===== config.mk =====
export PLATFORM = sky130hd
export DESIGN_NAME = opr_dispatch_flat
export DESIGN_NICKNAME = d
export VERILOG_FILES = /design/src/rtl/opr_dispatch_pkg.sv /design/src/rtl/opr_dispatch_if.sv /design/src/rtl/opr_chan_reg.sv /design/src/rtl/opr_dispatch.sv /design/src/flat_wrapper.sv
export SDC_FILE = /design/constraint.sdc
export NUM_CORES = 1
export LEC_CHECK = 0
export CAP_MARGIN = 10
export CORE_ASPECT_RATIO = 1.25
export CORE_UTILIZATION = 45
export CTS_BUF_LIST = sky130_fd_sc_hd__clkbuf_4
export CTS_CLUSTER_DIAMETER = 50
export DETAILED_ROUTE_END_ITERATION = 10
export GPL_TIMING_DRIVEN = 0
export PLACE_DENSITY = 0.74
export SLEW_MARGIN = 40
export SYNTH_ARGS = -nofsm -noshare
export SYNTH_HDL_FRONTEND = slang
export SYNTH_SLANG_ARGS = --single-unit

===== constraint.sdc =====
create_clock -name clk -period 2.1 [get_ports clk]
set_clock_uncertainty 0.2 [all_clocks]
set_input_delay 0.21 -clock clk [delete_from_list [all_inputs] [get_ports clk]]
set_output_delay 0.21 -clock clk [all_outputs]
set_load 0.01 [all_outputs]

===== src/rtl/opr_dispatch_pkg.sv =====
// Select codes, channel indices and target decode helpers for the operand dispatcher.
package opr_pkg;

    localparam int OPR_SEL_W = 3;
    localparam int OPR_N_CH  = 6;

    localparam logic [OPR_SEL_W-1:0] OPR_NONE    = 3'd0;
    localparam logic [OPR_SEL_W-1:0] OPR_AWM     = 3'd1;
    localparam logic [OPR_SEL_W-1:0] OPR_ACI_AWM = 3'd2;
    localparam logic [OPR_SEL_W-1:0] OPR_INC     = 3'd3;
    localparam logic [OPR_SEL_W-1:0] OPR_DEC     = 3'd4;
    localparam logic [OPR_SEL_W-1:0] OPR_PC      = 3'd5;
    localparam logic [OPR_SEL_W-1:0] OPR_RST     = 3'd6;

    localparam int CH_ACI = 0;
    localparam int CH_AWM = 1;
    localparam int CH_INC = 2;
    localparam int CH_DEC = 3;
    localparam int CH_PC  = 4;
    localparam int CH_RST = 5;

    // Channels written by a code; the split code is the only two-hot entry.
    function automatic logic [OPR_N_CH-1:0] opr_target_mask(input logic [OPR_SEL_W-1:0] sel);
        logic [OPR_N_CH-1:0] m;
        m = '0;
        case (sel)
            OPR_AWM:     m[CH_AWM] = 1'b1;
            OPR_ACI_AWM: begin
                m[CH_ACI] = 1'b1;
                m[CH_AWM] = 1'b1;
            end
            OPR_INC:     m[CH_INC] = 1'b1;
            OPR_DEC:     m[CH_DEC] = 1'b1;
            OPR_PC:      m[CH_PC]  = 1'b1;
            OPR_RST:     m[CH_RST] = 1'b1;
            default:     m = '0;
        endcase
        return m;
    endfunction

    function automatic logic opr_is_illegal(input logic [OPR_SEL_W-1:0] sel);
        return (sel > OPR_RST);
    endfunction

endpackage


===== src/rtl/opr_dispatch_if.sv =====
// Operand bus between decode (master) and the dispatcher (slave), including channel outputs.
interface opr_dispatch_if #(
    parameter int DATA_W = 8,
    parameter int N_CH   = 6,
    parameter int SEL_W  = 3,
    parameter int ERR_W  = 8
);
    // Handshakes: a transfer happens on a rising edge where valid and ready are both 1;
    // valid never waits on ready, and held data stays stable until that transfer.
    logic [DATA_W-1:0]      in_data;
    logic [SEL_W-1:0]       in_sel;
    logic                   in_valid;
    logic                   in_ready;
    logic                   flush;
    logic [N_CH*DATA_W-1:0] ch_data;
    logic [N_CH-1:0]        ch_valid;
    logic [N_CH-1:0]        ch_ready;
    logic                   err;
    logic [ERR_W-1:0]       err_cnt;

    modport master (
        output in_data, in_sel, in_valid, flush, ch_ready,
        input  in_ready, ch_data, ch_valid, err, err_cnt
    );

    modport slave (
        input  in_data, in_sel, in_valid, flush, ch_ready,
        output in_ready, ch_data, ch_valid, err, err_cnt
    );
endinterface


===== src/rtl/opr_chan_reg.sv =====
// One destination channel: holds an operand until its consumer takes it.
module opr_chan_reg #(
    parameter int DATA_W = 8
) (
    input  logic              clk,
    input  logic              rst_n,
    input  logic              load_i,
    input  logic [DATA_W-1:0] load_data_i,
    input  logic              ready_i,
    input  logic              flush_i,
    output logic [DATA_W-1:0] data_o,
    output logic              valid_o
);
    logic [DATA_W-1:0] data_q;
    logic              valid_q;

    // Flush beats load and drain; load beats drain so a same-edge reload keeps valid high.
    always_ff @(posedge clk) begin
        if (!rst_n || flush_i) begin
            data_q  <= '0;
            valid_q <= 1'b0;
        end else if (load_i) begin
            data_q  <= load_data_i;
            valid_q <= 1'b1;
        end else if (valid_q && ready_i) begin
            data_q  <= '0;
            valid_q <= 1'b0;
        end
    end

    assign data_o  = data_q;
    assign valid_o = valid_q;
endmodule


===== src/rtl/opr_dispatch.sv =====
// Routes an operand byte to one (or, for the split code, two) holding channels.
module opr_dispatch
    import opr_pkg::*;
#(
    parameter int DATA_W   = 8,
    parameter int N_CH     = OPR_N_CH,
    parameter int SEL_W    = OPR_SEL_W,
    parameter int SPLIT_LO = 5,
    parameter int ERR_W    = 8
) (
    input logic           clk,
    input logic           rst_n,
    opr_dispatch_if.slave bus
);
    logic [N_CH-1:0]        tgt_mask;
    logic [N_CH-1:0]        chan_free;
    logic [N_CH-1:0]        load;
    logic [N_CH-1:0]        chan_valid;
    logic [N_CH*DATA_W-1:0] chan_data;
    logic [DATA_W-1:0]      load_data [N_CH];
    logic                   in_ready;
    logic                   accept;
    logic                   is_split;
    logic                   err_q, err_d;
    logic [ERR_W-1:0]       err_cnt_q, err_cnt_d;

    assign tgt_mask  = opr_target_mask(bus.in_sel);
    assign chan_free = ~chan_valid | bus.ch_ready;
    assign in_ready  = rst_n && !bus.flush && ((tgt_mask & ~chan_free) == '0);
    assign accept    = bus.in_valid && in_ready;
    assign load      = accept ? tgt_mask : '0;
    assign is_split  = (bus.in_sel == OPR_ACI_AWM);

    always_comb begin
        for (int i = 0; i < N_CH; i++) begin
            load_data[i] = bus.in_data;
        end
        if (is_split) begin
            load_data[CH_ACI] = DATA_W'(bus.in_data[SPLIT_LO-1:0]);
            load_data[CH_AWM] = DATA_W'(bus.in_data[DATA_W-1:SPLIT_LO]);
        end
    end

    always_comb begin
        err_d     = err_q;
        err_cnt_d = err_cnt_q;
        if (accept && opr_is_illegal(bus.in_sel)) begin
            err_d = 1'b1;
            if (err_cnt_q != '1) begin
                err_cnt_d = err_cnt_q + 1'b1;
            end
        end
    end

    always_ff @(posedge clk) begin
        if (!rst_n) begin
            err_q     <= 1'b0;
            err_cnt_q <= '0;
        end else begin
            err_q     <= err_d;
            err_cnt_q <= err_cnt_d;
        end
    end

    for (genvar g = 0; g < N_CH; g++) begin : g_chan
        opr_chan_reg #(.DATA_W(DATA_W)) u_chan (
            .clk         (clk),
            .rst_n       (rst_n),
            .load_i      (load[g]),
            .load_data_i (load_data[g]),
            .ready_i     (bus.ch_ready[g]),
            .flush_i     (bus.flush),
            .data_o      (chan_data[g*DATA_W +: DATA_W]),
            .valid_o     (chan_valid[g])
        );
    end

    assign bus.in_ready = in_ready;
    assign bus.ch_data  = chan_data;
    assign bus.ch_valid = chan_valid;
    assign bus.err      = err_q;
    assign bus.err_cnt  = err_cnt_q;
endmodule

===== src/flat_wrapper.sv =====
// flat-port wrapper written by rule: the top's interface ports become plain ports
module opr_dispatch_flat import opr_pkg::*;
#(
    parameter int DATA_W   = 8,
    parameter int N_CH     = OPR_N_CH,
    parameter int SEL_W    = OPR_SEL_W,
    parameter int SPLIT_LO = 5,
    parameter int ERR_W    = 8
)
  (clk, rst_n, bus_in_data, bus_in_sel, bus_in_valid, bus_flush, bus_ch_ready, bus_in_ready, bus_ch_data, bus_ch_valid, bus_err, bus_err_cnt);
  opr_dispatch_if #(.DATA_W(DATA_W), .N_CH(N_CH), .SEL_W(SEL_W), .ERR_W(ERR_W)) bus_i ();
  input logic clk;
  input logic rst_n;
  input wire logic [$bits(bus_i.in_data)-1:0] bus_in_data;
  input wire logic [$bits(bus_i.in_sel)-1:0] bus_in_sel;
  input wire logic [$bits(bus_i.in_valid)-1:0] bus_in_valid;
  input wire logic [$bits(bus_i.flush)-1:0] bus_flush;
  input wire logic [$bits(bus_i.ch_ready)-1:0] bus_ch_ready;
  output wire logic [$bits(bus_i.in_ready)-1:0] bus_in_ready;
  output wire logic [$bits(bus_i.ch_data)-1:0] bus_ch_data;
  output wire logic [$bits(bus_i.ch_valid)-1:0] bus_ch_valid;
  output wire logic [$bits(bus_i.err)-1:0] bus_err;
  output wire logic [$bits(bus_i.err_cnt)-1:0] bus_err_cnt;
  assign bus_i.in_data = bus_in_data;
  assign bus_i.in_sel = bus_in_sel;
  assign bus_i.in_valid = bus_in_valid;
  assign bus_i.flush = bus_flush;
  assign bus_i.ch_ready = bus_ch_ready;
  assign bus_in_ready = bus_i.in_ready;
  assign bus_ch_data = bus_i.ch_data;
  assign bus_ch_valid = bus_i.ch_valid;
  assign bus_err = bus_i.err;
  assign bus_err_cnt = bus_i.err_cnt;
  opr_dispatch #(.DATA_W(DATA_W), .N_CH(N_CH), .SEL_W(SEL_W), .SPLIT_LO(SPLIT_LO), .ERR_W(ERR_W)) u_core (.clk(clk), .rst_n(rst_n), .bus(bus_i));
endmodule

### Word level (Yosys, flattened, before mapping)

Cells that the tools add are included.
W data, S select, Z words.

* flip-flop bits (word level): 63
* input port bits: 21
* output and inout bits: 64
* word-level logic and storage cells: 81

* add/subtract/negate cells: 1
* $lt $le $gt $ge: 1
* equal/unequal tests: 7
* muxes and demuxes: 32
* bitwise gates (word level): 4
* reductions and logical operators: 22

Operators by type and width (number)
* $mux W8: 12
* $mux W1: 18
* $mux W16: 1
* $not A6 Y6: 2
* $reduce_bool A2 Y1: 6
* $logic_and A1 B1 Y1: 10
* $eq A3 B3 Y1 const B: 3
* $add A8 B1 Y8 const B: 1
* $ne A8 B8 Y1 const B: 1
* $and A6 B6 Y6: 1
* $eq A3 B2 Y1 const B: 2
* $logic_not A6 Y1: 1
* $mux W6: 1
* $or A6 B6 Y6: 1
* $eq A3 B1 Y1 const B: 1
* $gt A3 B3 Y1 const B: 1
* $logic_not A1 Y1: 2
* $reduce_and A2 Y1: 1
* $reduce_or A2 Y1: 1
* $logic_or A1 B1 Y1: 1

### Longest topological paths before layout

* depth after elaboration: 9
* gate-level depth with buffers: 6
* gate-level depth less buffers: 5

### Cells and area by module

Synthesis repeated with hierarchy kept, for this count alone.

* cell total of the unflattened synthesis: 281
* area, all modules: 3044.2 µm²

Modules (own cells, without submodules)
* opr_chan_reg: instances 6, cells an instance 32, area each 386.6 µm², sequential area each 180.2 µm²
* opr_dispatch: instances 1, cells an instance 89, area each 724.4 µm², sequential area each 180.2 µm²

### Worst setup path before layout

OpenSTA, ideal clock, no wires.

* path type: input port to output port
* from: in bus_in_sel[1]
* to: out bus_in_ready
* data arrival time: 1.317 ns
* data required time: 1.690 ns
* path slack: 0.373 ns
* stages on the path: 5
* path buffers: 1
* path through: buf_4 -> and2b_2 -> or2_0 -> a221o_1 -> a21oi_1

* word-level cells in the longest chain between the ends: 6
* elaborated cells between the ends (all ways): 16

RTL lines
* start, declared: line flat_wrapper.sv:15 `input wire logic [$bits(bus_i.in_sel)-1:0] bus_in_sel;`
* $eq A3 B1 Y1 or $eq A3 B2 Y1 (tied branches): line opr_dispatch_pkg.sv:26 `case (sel)`
* $reduce_or A2 Y1 (no line)
* $mux W1: line opr_dispatch_pkg.sv:26
* $and A6 B6 Y6 *: line opr_dispatch.sv:29 `assign in_ready = rst_n && !bus.flush && ((tgt_mask & ~chan_free) == '0);`
* $logic_not A6 Y1 *: line opr_dispatch.sv:29
* $logic_and A1 B1 Y1 *: line opr_dispatch.sv:29
* end, declared: line flat_wrapper.sv:19 `output wire logic [$bits(bus_i.in_ready)-1:0] bus_in_ready;`

Mark *: on every way between the ends. The rest lies on a longest branch, timed or not.

### Final worst setup path

* from: in bus_flush
* to: out bus_in_ready

* word-level cells in the longest chain between the ends: 3

RTL lines
* start, declared: line flat_wrapper.sv:17 `input wire logic [$bits(bus_i.flush)-1:0] bus_flush;`
* $logic_not A1 Y1: line opr_dispatch.sv:29
* $logic_and A1 B1 Y1 (2 in series): line opr_dispatch.sv:29

Every way passes these cells.

==> qor.txt <==
Status: finished, final reports clean
Hold_sp: bus_in_sel[1]
Layout cells sized above 1: 12.2%
Slew HR: 54.0%
# diodes: 0
Tot Pwr: 2040 uW
Uppermost routed layer: met4
Largest family of logic cells by synthesized area: simple AND/OR/NAND/NOR gates
Critical path type: in2out
Clock Tree Root: clkbuf_4
Placeable Area: 0.00552 mm^2
Type of origin of the critical path: primary input
Skew-Pair Late Insertion Delay: 380 ps
Via density: 5.34
Synth unique cells: 42
Worst R2R Start: u_core.bus.err_cnt[0]
Warning count from the yosys run: 0
Vias post-DR: 2433
Post-synthesis simple-gate area fraction: 29.0%
Initial core utilization: 47.3%
Avg WL per Cell: 14.7 um
Max Clock Freq: 0.502 GHz
DRC: 0
Slew Limit Fails: 0
Total grt overflow: 0
CTS tree: yes
CP Capture Type: output port
Clock transition at path regs: 110 ps
Critical Path Fanout Max: 10
Drt total wl: 6.72 mm
DRT met1 WL: 3.14 mm
Die width: 70.1 um
VDD IR max: 525 uV
Commonest non-fill, non-tap cell in the layout: clkdlybuf4s50_1
H-tree level count: 3
Synth Area in Adders: 0.479%
Io pins: 85
Mean Syn Cell Area: 8.97 um^2
Max-Cap Viols: 0
Actual slew at the worst max-slew pin: 691 ps
PD cells: 557 mW/mm^2
CTS buffer count: 9
Die footprint: 0.00611 mm^2
Number of global-route vias before repair: 2268
# fillers: 485
Antenna Nets Post-Route: 0
Post-DP HPWL: 4.74 mm
Nets@finish: 409
Complex-gate fraction of the synthesized area: 15.1%
Setup TNS: 0 ps
Mux contribution to synthesized area: 2.68%
Initial antenna violation count: 0
Reg2Reg Depth: 5
Met3 WL post-DR: 332 um
P&R area growth vs syn: 40.6%
Hold Path Class: in2reg
Worst setup margin: 108 ps
Synthesized Nets: 313
Placement Setup Slack: -706 ps
Final setup vio count: 0
Die Ht: 87.1 um
Placed inst area: 0.00351 mm^2
R2r endpoint: u_core.bus.err_cnt[4]
Sequential share of the synthesized area: 48.3%
Reg2reg setup slack: 280 ps
Mapped Area: 0.00261 mm^2
Hold Path Stages: 3
Maximum number of pins on one net before global-route repair: 12
RSZ-0062 raised after global routing: false
Final hold viol count: 0
Port Buffer Count: 82
Post-route design area: 0.00367 mm^2
Final Cycle Share: 94.8%
Longest Clk Path Bufs: 2
Static leakage: 0.00131 uW
Minimum clock period: 1990 ps
Worst path required time: 1690 ps
DRT Pass-1 Iters: 4
FP Rows: 30
Critical Path AT: 1580 ps
GRT Total Usage: 23.0%
Post-Synth XOR/XNOR Area: 0.336%
First-pass GRT wire length: 10.9 mm
Hold worst-path end: u_core.g_chan[4].u_chan.data_o[1]
Met2 WL: 3.17 mm
Iteration-0 DRC Markers: 89
GPL Wtd Cong: 0.793
Clock sink count: 63
Yosys reg bits: 63
Most frequent cells in the layout: 80 x clkdlybuf4s50_1, 62 x dfxtp_1, 61 x nand2_1, 27 x a21oi_1, 25 x nand3_1
Syn Inst Count: 291
## cell type report
class / count / area (um^2) / share of cell area [%]
plain buffers: 16 / 110 / 3.00
flip-flops and latches: 63 / 1260 / 34.4
inverters: 1 / 3.75 / 0.102
clock buffers: 9 / 67.6 / 1.84
multi-input cells: 211 / 1270 / 34.5
clock inverters: 7 / 40.0 / 1.09
repair buffers: 85 / 840 / 22.9
well taps: 64 / 80.1 / 2.18
## state kept, by name, indices dropped and copies added (netlist names)
signal / cells
u_core.g_chan.u_chan.data_o: 48
u_core.g_chan.u_chan.valid_o: 6
u_core.bus.err: 1
u_core.bus.err_cnt: 8
## cell usage after synthesis (all sizes together)
cell / n / area, um^2
o21ai: 16 / 80.1
o2bb2ai: 3 / 26.3
or2: 1 / 6.26
a22oi: 1 / 7.51
a211oi: 1 / 12.5
and4: 2 / 17.5
buf: 12 / 87.6
and2b: 1 / 8.76
nand2: 61 / 229
nor4b: 2 / 47.6
or4: 2 / 15.0
a21oi: 29 / 149
mux2i: 7 / 70.1
and2: 5 / 31.3
o21a: 3 / 22.5
dfxtp: 63 / 1260
nor2: 6 / 22.5
nor3: 1 / 10.0
a221o: 1 / 10.0
a31o: 1 / 8.76
inv: 1 / 3.75
nand4b: 3 / 41.3
nand4: 2 / 12.5
clkbuf: 4 / 15.0
o311a: 1 / 10.0
nand2b: 7 / 43.8
a22o: 5 / 43.8
nand3: 25 / 125
and3: 10 / 62.6
xor2: 1 / 8.76
ha: 1 / 12.5
o311ai: 1 / 8.76
nor4: 1 / 21.3
nor2b: 8 / 50.1
and4bb: 1 / 12.5
a21o: 2 / 15.0
## worst max path at each step
stage / from / to / slack [ps] / depth (start not counted)
finish: bus_flush / bus_in_ready / 110 / 6
global route: u_core.g_chan[4].u_chan.valid_o / bus_in_ready / 9 / 5
CTS: u_core.g_chan[4].u_chan.valid_o / bus_in_ready / 20 / 5
detailed placement: rst_n / bus_in_ready / -710 / 6
global placement: bus_flush / bus_in_ready / -720 / 6
floorplan: bus_in_sel[1] / bus_in_ready / 370 / 5
## logic make-up (layout without fill, tap and decap cells)
| family | after synthesis | after routing |
|---|---|---|
| AND/OR/NAND/NOR | 138 | 138 |
| AO/OA/AOI/OAI | 64 | 64 |
| flip-flops | 63 | 63 |
| buffers and inverters | 17 | 118 |
| multiplexers | 7 | 7 |
| adder cells (fa/ha/maj) | 1 | 1 |
| XOR/XNOR | 1 | 1 |
## where the power goes
| group | leakage, uW | internal, uW | switching (uW) |
|---|---|---|---|
| clock | 0.0000629 | 233 | 442 |
| combinational | 0.000744 | 73.9 | 90.0 |
| sequential | 0.000508 | 1200 | 3.94 |
## routing by layer
layer	up-vias	GRT usage (%)
met4	0	8.18
met3	9	6.60
met1	1143	28.5
met2	71	38.1
met5	-	0
li1	1210	-
## what timing repair did
item / CTS / global route
hold buffers: 1 / 0
endpoints found under the setup margin: 1 / 1
hold endpoints to repair: 11 / 0
gates resized for setup: 13 / 4
pin swaps: 0 / 1
setup buffers: 2 / 0
## critical path, cell delays in order
cell and delay [ps]:
clkdlybuf4s50_1 460, nand2b_2 240, clkbuf_4 210, buf_4 190, a21oi_2 120, buf_2 140
## through the flow
stage / utilization (%) / std cells / hold WS [ps]
floorplan: - / 291 / 119
global placement: 63.6 / 437 / 238
detailed placement: 63.6 / 437 / 241
CTS: 66.4 / 456 / 7.88
global route: 66.5 / 456 / 29.1
finish: 66.5 / 456 / 30.0
Power figures use the tool's default switching activity.
==> RTL change 1: new RTL, same flow settings <==
`ERR_W` is set to 8 in 3 places; all go to 10.
--- a/src/rtl/opr_dispatch_if.sv
+++ b/src/rtl/opr_dispatch_if.sv
@@ -5,3 +5,3 @@
     parameter int SEL_W  = 3,
-    parameter int ERR_W  = 8
+    parameter int ERR_W  = 10
 );
--- a/src/rtl/opr_dispatch.sv
+++ b/src/rtl/opr_dispatch.sv
@@ -8,3 +8,3 @@
     parameter int SPLIT_LO = 5,
-    parameter int ERR_W    = 8
+    parameter int ERR_W    = 10
 ) (
--- a/src/flat_wrapper.sv
+++ b/src/flat_wrapper.sv
@@ -7,3 +7,3 @@
     parameter int SPLIT_LO = 5,
-    parameter int ERR_W    = 8
+    parameter int ERR_W    = 10
 )
Ports: changed (resized bus_err_cnt); port bits go from 85 to 87. No check against the original RTL was run, so the function may have changed too.
==> RTL change 1 against the original RTL <==
Synthesized area increased by 4.9%. Final area up 4.1%. Non-clock buffer count grew 4. Setup slack better by 0.049 ns. Worst hold slack improved by 0.071 ns. Sequential cell count increased by 2. Core utilization shrank 0.83 points. Wire length grew 9.9%. Die area rose by 4.8%. Total power rose by 1.4%.
==> RTL change 1: results (changes against the original RTL) <==
- Status: finished, final reports clean
- GRT met2 Usage: 40.3% (+2.2 points)
- Fin Hold WS: 0.101 ns (+0.0713 ns)
- Syn Area/Cell: 8.66 sq um (-3.4%)
- Clock transition at the registers of the reported paths: 0.10 ns
- R2R setup slack: 0.16 ns (-0.12 ns)
- Syn_nets: 338 (+8.0%)
- Met2 wire len: 3.56 mm (+12%)
- Worst slack, placed: -0.794 ns (-0.0880 ns)
- Routability congestion estimate: 0.849 (+7.1%)
- Post-Route WL: 7.39 mm (+9.9%)
- Reg2reg end: u_core.bus.err_cnt[2]
- Final cell count without fillers: 484 (+6.1%)
- Number of distinct library cells after synthesis: 46 (+9.5%)
- Dpl hpwl: 5.28 mm (+11%)
- GRT Overall Usage: 23.8% (+0.88 points)
- Leakage: 1.34 nW (+1.8%)
- Critical-path top delay cell: nor3_2
- # resized after CTS: 17 (+4)
- Area post-placement: 0.00367 sq mm (+4.6%)
- Max rail drop VDD: 0.000336 V (-36%)
- M3 GR Usage: 7.78% (+1.2 points)
- Met1 Track Usage GR: 27.7% (-0.77 points)
- Synth Warn #: 0 (unchanged)
- Most common library cells after synthesis: nand2_1, dfxtp_1, a21oi_1
- Post-synth ARST share: 0% (unchanged)
- Slew of the pin with the lowest slew margin: 0.759 ns (+0.0686 ns)
- Clk Latency, worst-skew pair: 0.41 ns (+0.03 ns)
- Critical path's top delay family: simple AND/OR/NAND/NOR gates
- Dominant cells by area after synthesis: dfxtp_1, nand2_1, a21oi_1
- First-pass GRT wire length: 11.5 mm (+6.2%)
- HP Class: input pin to register
- Vias after detailed routing: 2657 (+9.2%)
- Vias in the first global route: 2438 (+7.5%)
- Drt first-iter violations: 108 (+21%)
- Placed insts: 467 (+6.9%)
- Wl on met1: 3.24 mm (+3.3%)
- DRT Pass-1 Iters: 4 (unchanged)
- Fin nets: 436 (+6.6%)
- Worst Hold Endpoint: u_core.g_chan[1].u_chan.data_o[2]
- CP arrival: 2.07 ns (+0.49 ns)
- CP max FO: 8 (-2)
- Critical Path Max Stage Delay: 0.44 ns (-0.02 ns)
- Share of layout cells above drive strength 1: 10.3% (-2.0 points)
- Met3 routed WL: 416 um (+25%)
- Post-synthesis sequential area ratio: 47.5% (-0.79 points)
[RTL change 1: cell types whose count changed after synthesis, moves of 5 or more]
cell,before,now
o21ai_1,6,0
and3_1,10,4
a21oi_1,28,34
inv_1,1,6
nand2_1,61,66
nor2b_1,8,1
o21ai_0,10,17
[RTL change 1: area by class of cell]
| cell class | count | area [sq um] |
|---|---|---|
| Buffer | 17 | 118 |
| Clock buffer | 10 | 75.1 |
| Clock inverter | 5 | 23.8 |
| Fill cell | 535 | 2000 |
| Inverter | 6 | 22.5 |
| Multi-Input combinational cell | 227 | 1340 |
| Sequential cell | 65 | 1300 |
| Tap cell | 66 | 82.6 |
| Timing Repair Buffer | 88 | 861 |
[RTL change 1: power breakdown]
part | internal [mW] | switching (mW) | leakage [nW]
Combinational | 0.0758 | 0.0930 | 0.760
Clock | 0.236 | 0.424 | 0.0548
Sequential | 1.24 | 0.00387 | 0.524
Total | 1.55 | 0.521 | 1.34
[RTL change 1: worst max path at each step]
stage,from,to,slack [ns]
6_report,u_core.bus.err_cnt[0],u_core.bus.err_cnt[2],0.16
5_1_grt,u_core.bus.err_cnt[0],u_core.bus.err_cnt[2],0.02
4_1_cts,u_core.g_chan[5].u_chan.valid_o,bus_in_ready,0.02
3_5_place_dp,bus_in_sel[0],bus_in_ready,-0.79
3_3_place_gp,bus_in_sel[0],bus_in_ready,-0.80
2_1_floorplan,u_core.bus.err_cnt[0],u_core.bus.err_cnt[2],0.22
[RTL change 1: logic make-up (layout without fill, tap and decap cells)]
family | Yosys count | count (layout) | synth area share, %
AO/OA/AOI/OAI | 70 | 70 | 14.9
adder cells (fa/ha/maj) | 1 | 1 | 0.457
buffers and inverters | 24 | 126 | 4.66
flip-flops | 65 | 65 | 47.5
multiplexers | 10 | 10 | 3.66
AND/OR/NAND/NOR | 146 | 146 | 28.8
==> RTL change 2: new RTL, same flow settings <==
Without the edit above. Make the reset (`rst_n`) asynchronous in one clocked block.
--- a/src/rtl/opr_dispatch.sv
+++ b/src/rtl/opr_dispatch.sv
@@ -54,3 +54,3 @@
 
-    always_ff @(posedge clk) begin
+    always_ff @(posedge clk or negedge rst_n) begin
         if (!rst_n) begin
Formal check against the unedited RTL: differs if rst_n is asserted again (counterexample within 4 cycles, from zero or initial values and one cycle with rst_n low); with rst_n held inactive, the same outputs for 10 cycles.
==> RTL change 2 against the original RTL <==
Sequential cell count unchanged. Setup slack got worse by 0.027 ns. Sequential share of layout area increased by 0.89 points. Final area increased by 0.95%. Wire length decreased by 2.5%. Synthesized area decreased by 2.2%. Total power increased by 25%. Largest cell class is now registers. Highest routed layer unchanged.
==> RTL change 2: results (changes against the original RTL) <==
- CTS H-tree depth: 3 (unchanged)
- Max rail drop VDD: 0.000586 V (+12%)
- Status: finished, final reports clean
- Post-synthesis sequential area ratio: 51.2% (+2.9 points)
- Gate Count Post-Synth: 272 (-6.5%)
- Largest net degree at the start of global routing: 13 (+1)
- Leakage: 1.37 nW (+4.0%)
- R2R setup slack: 0.10 ns (-0.18 ns)
- Fin nets: 392 (-4.2%)
- Vias in the first global route: 2260 (-0.35%)
- Worst Setup SP: u_core.g_chan[1].u_chan.valid_o
- Worst Hold Endpoint: u_core.bus.err
- CP max FO: 6 (-4)
- Initial antenna violation count: 0 (unchanged)
- DRT Pass-1 Iters: 4 (unchanged)
- Main synth FF type: dfxtp_1
- Area post-placement: 0.00347 sq mm (-1.1%)
- Most common library cells after synthesis: dfxtp_1, nand2_1, nand3_1
- GRT Overall Usage: 23.1% (+0.091 points)
- Synth Warn #: 0 (unchanged)
- Drt first-iter violations: 127 (+43%)
- Worst Hold Launch: rst_n
- Clock root buffer: clkbuf_4
- Psw: 0.613 mW (+14%)
- Placed insts: 420 (-3.9%)
- Critical Path Max Stage Delay: 0.34 ns (-0.12 ns)
- Number of distinct library cells after synthesis: 45 (+7.1%)
- Worst r2r path cells: 4 (-1)
- Syn_nets: 294 (-6.1%)
- HP Class: input pin to register
- Clock Tree Buf Depth: 2 (unchanged)
- Vias after detailed routing: 2355 (-3.2%)
- Slew of the pin with the lowest slew margin: 0.737 ns (+0.0465 ns)
- Vias/cell: 5.36 (+0.54%)
- Dpl hpwl: 4.67 mm (-1.5%)
- First-pass GRT wire length: 10.7 mm (-1.8%)
- CP arrival: 1.61 ns (+0.03 ns)
- Fillers: 450 (-7.2%)
- Post-synth ARST share: 14.3% (+14 points)
- Share of layout cells above drive strength 1: 11.7% (-0.51 points)
- Critical path's top delay family: compound AO/OA/AOI/OAI gates
- # port buffers: 84 (+2.4%)
- Dominant cells by area after synthesis: dfxtp_1, dfrtp_1, nand2_1
- Max FFs per register: 48 (unchanged)
- Post-Route WL: 6.56 mm (-2.5%)
- Critical-path top delay cell: dfxtp_2
- Fin Hold WS: 0.120 ns (+0.0904 ns)
- Routability congestion estimate: 0.819 (+3.2%)
- Clk Latency, worst-skew pair: 0.43 ns (+0.05 ns)
- Hold depth: 3 (unchanged)
- Reg2Reg Launch Point: u_core.bus.err_cnt[0]
- Reg2reg end: u_core.bus.err_cnt[1]
[RTL change 2: worst max-delay path by stage]
stage,to,slack (ns),depth (start not counted)
after floorplan,u_core.bus.err_cnt[1],0.14,4
after detailed placement,bus_in_ready,-0.86,6
final,bus_in_ready,0.08,5
after global routing,bus_in_ready,0.0002,4
after CTS,bus_in_ready,0.007,5
after global placement,bus_in_ready,-0.89,6
[RTL change 2: repair_timing]
action | CTS | global route
pin swaps | 1 | 2
hold buffers | 1 | 0
gates resized for setup | 14 | 4
buffers inserted | 2 | 0
endpoints found under the setup margin | 17 | 6
endpoints found under the hold margin | 9 | 0
[RTL change 2: routing by layer]
metal | up-vias | global-route usage, % | part of all wire (%)
li1 | 1150 | - | -
met1 | 1106 | 28.9 | 43
met2 | 84 | 37.7 | 49
met3 | 15 | 3.95 | 5.7
met4 | 0 | 13.2 | 2.5
met5 | - | 0 | 0
[RTL change 2: cells by family (layout without fill, tap and decap cells)]
| logic type | after synthesis | in the layout | synth area share, % |
|---|---|---|---|
| simple gates | 116 | 116 | 23.3 |
| flops | 63 | 63 | 51.2 |
| compound gates | 53 | 53 | 12.6 |
| buf+inv | 17 | 120 | 4.07 |
| mux | 15 | 15 | 5.93 |
| xor+xnor | 7 | 7 | 2.40 |
| fa+ha+maj | 1 | 1 | 0.490 |
[RTL change 2: final cells by class]
class                   instances  area, sq um  area share [%]
well taps                      64         80.1            2.16
multi-input cells             192         1160            31.4
plain buffers                  17          105            2.84
repair buffers                 87          860            23.2
flip-flops and latches         63         1310            35.3
clock buffers                   9         67.6            1.82
clock inverters                 7          121            3.28
[RTL change 2: power by group through the flow]
stage / combinational [mW] / sequential, mW / clock (mW)
after floorplan: 0.0805 / 1.28 / 0
after global placement: 0.225 / 1.27 / 0
after detailed placement: 0.228 / 1.27 / 0
after CTS: 0.231 / 1.25 / 1.09
after global routing: 0.256 / 1.25 / 1.14
final: 0.232 / 1.25 / 1.08
[RTL change 2: tightest hold or removal path, delay by kind of cell]
family | cells | cell delay, ns
AO/OA/AOI/OAI | 1 | 0.08
buffers and inverters | 1 | 0.23
AND/OR/NAND/NOR | 1 | 0.18
[RTL change 2: through the flow]
| step | util [%] | setup slack (ns) |
|---|---|---|
| floorplan | - | 0.139 |
| global placement | 63.8 | -0.890 |
| detailed placement | 63.8 | -0.860 |
| CTS | 67.9 | 0.00654 |
| global route | 68.1 | 0.000167 |
| finish | 68.1 | 0.0815 |
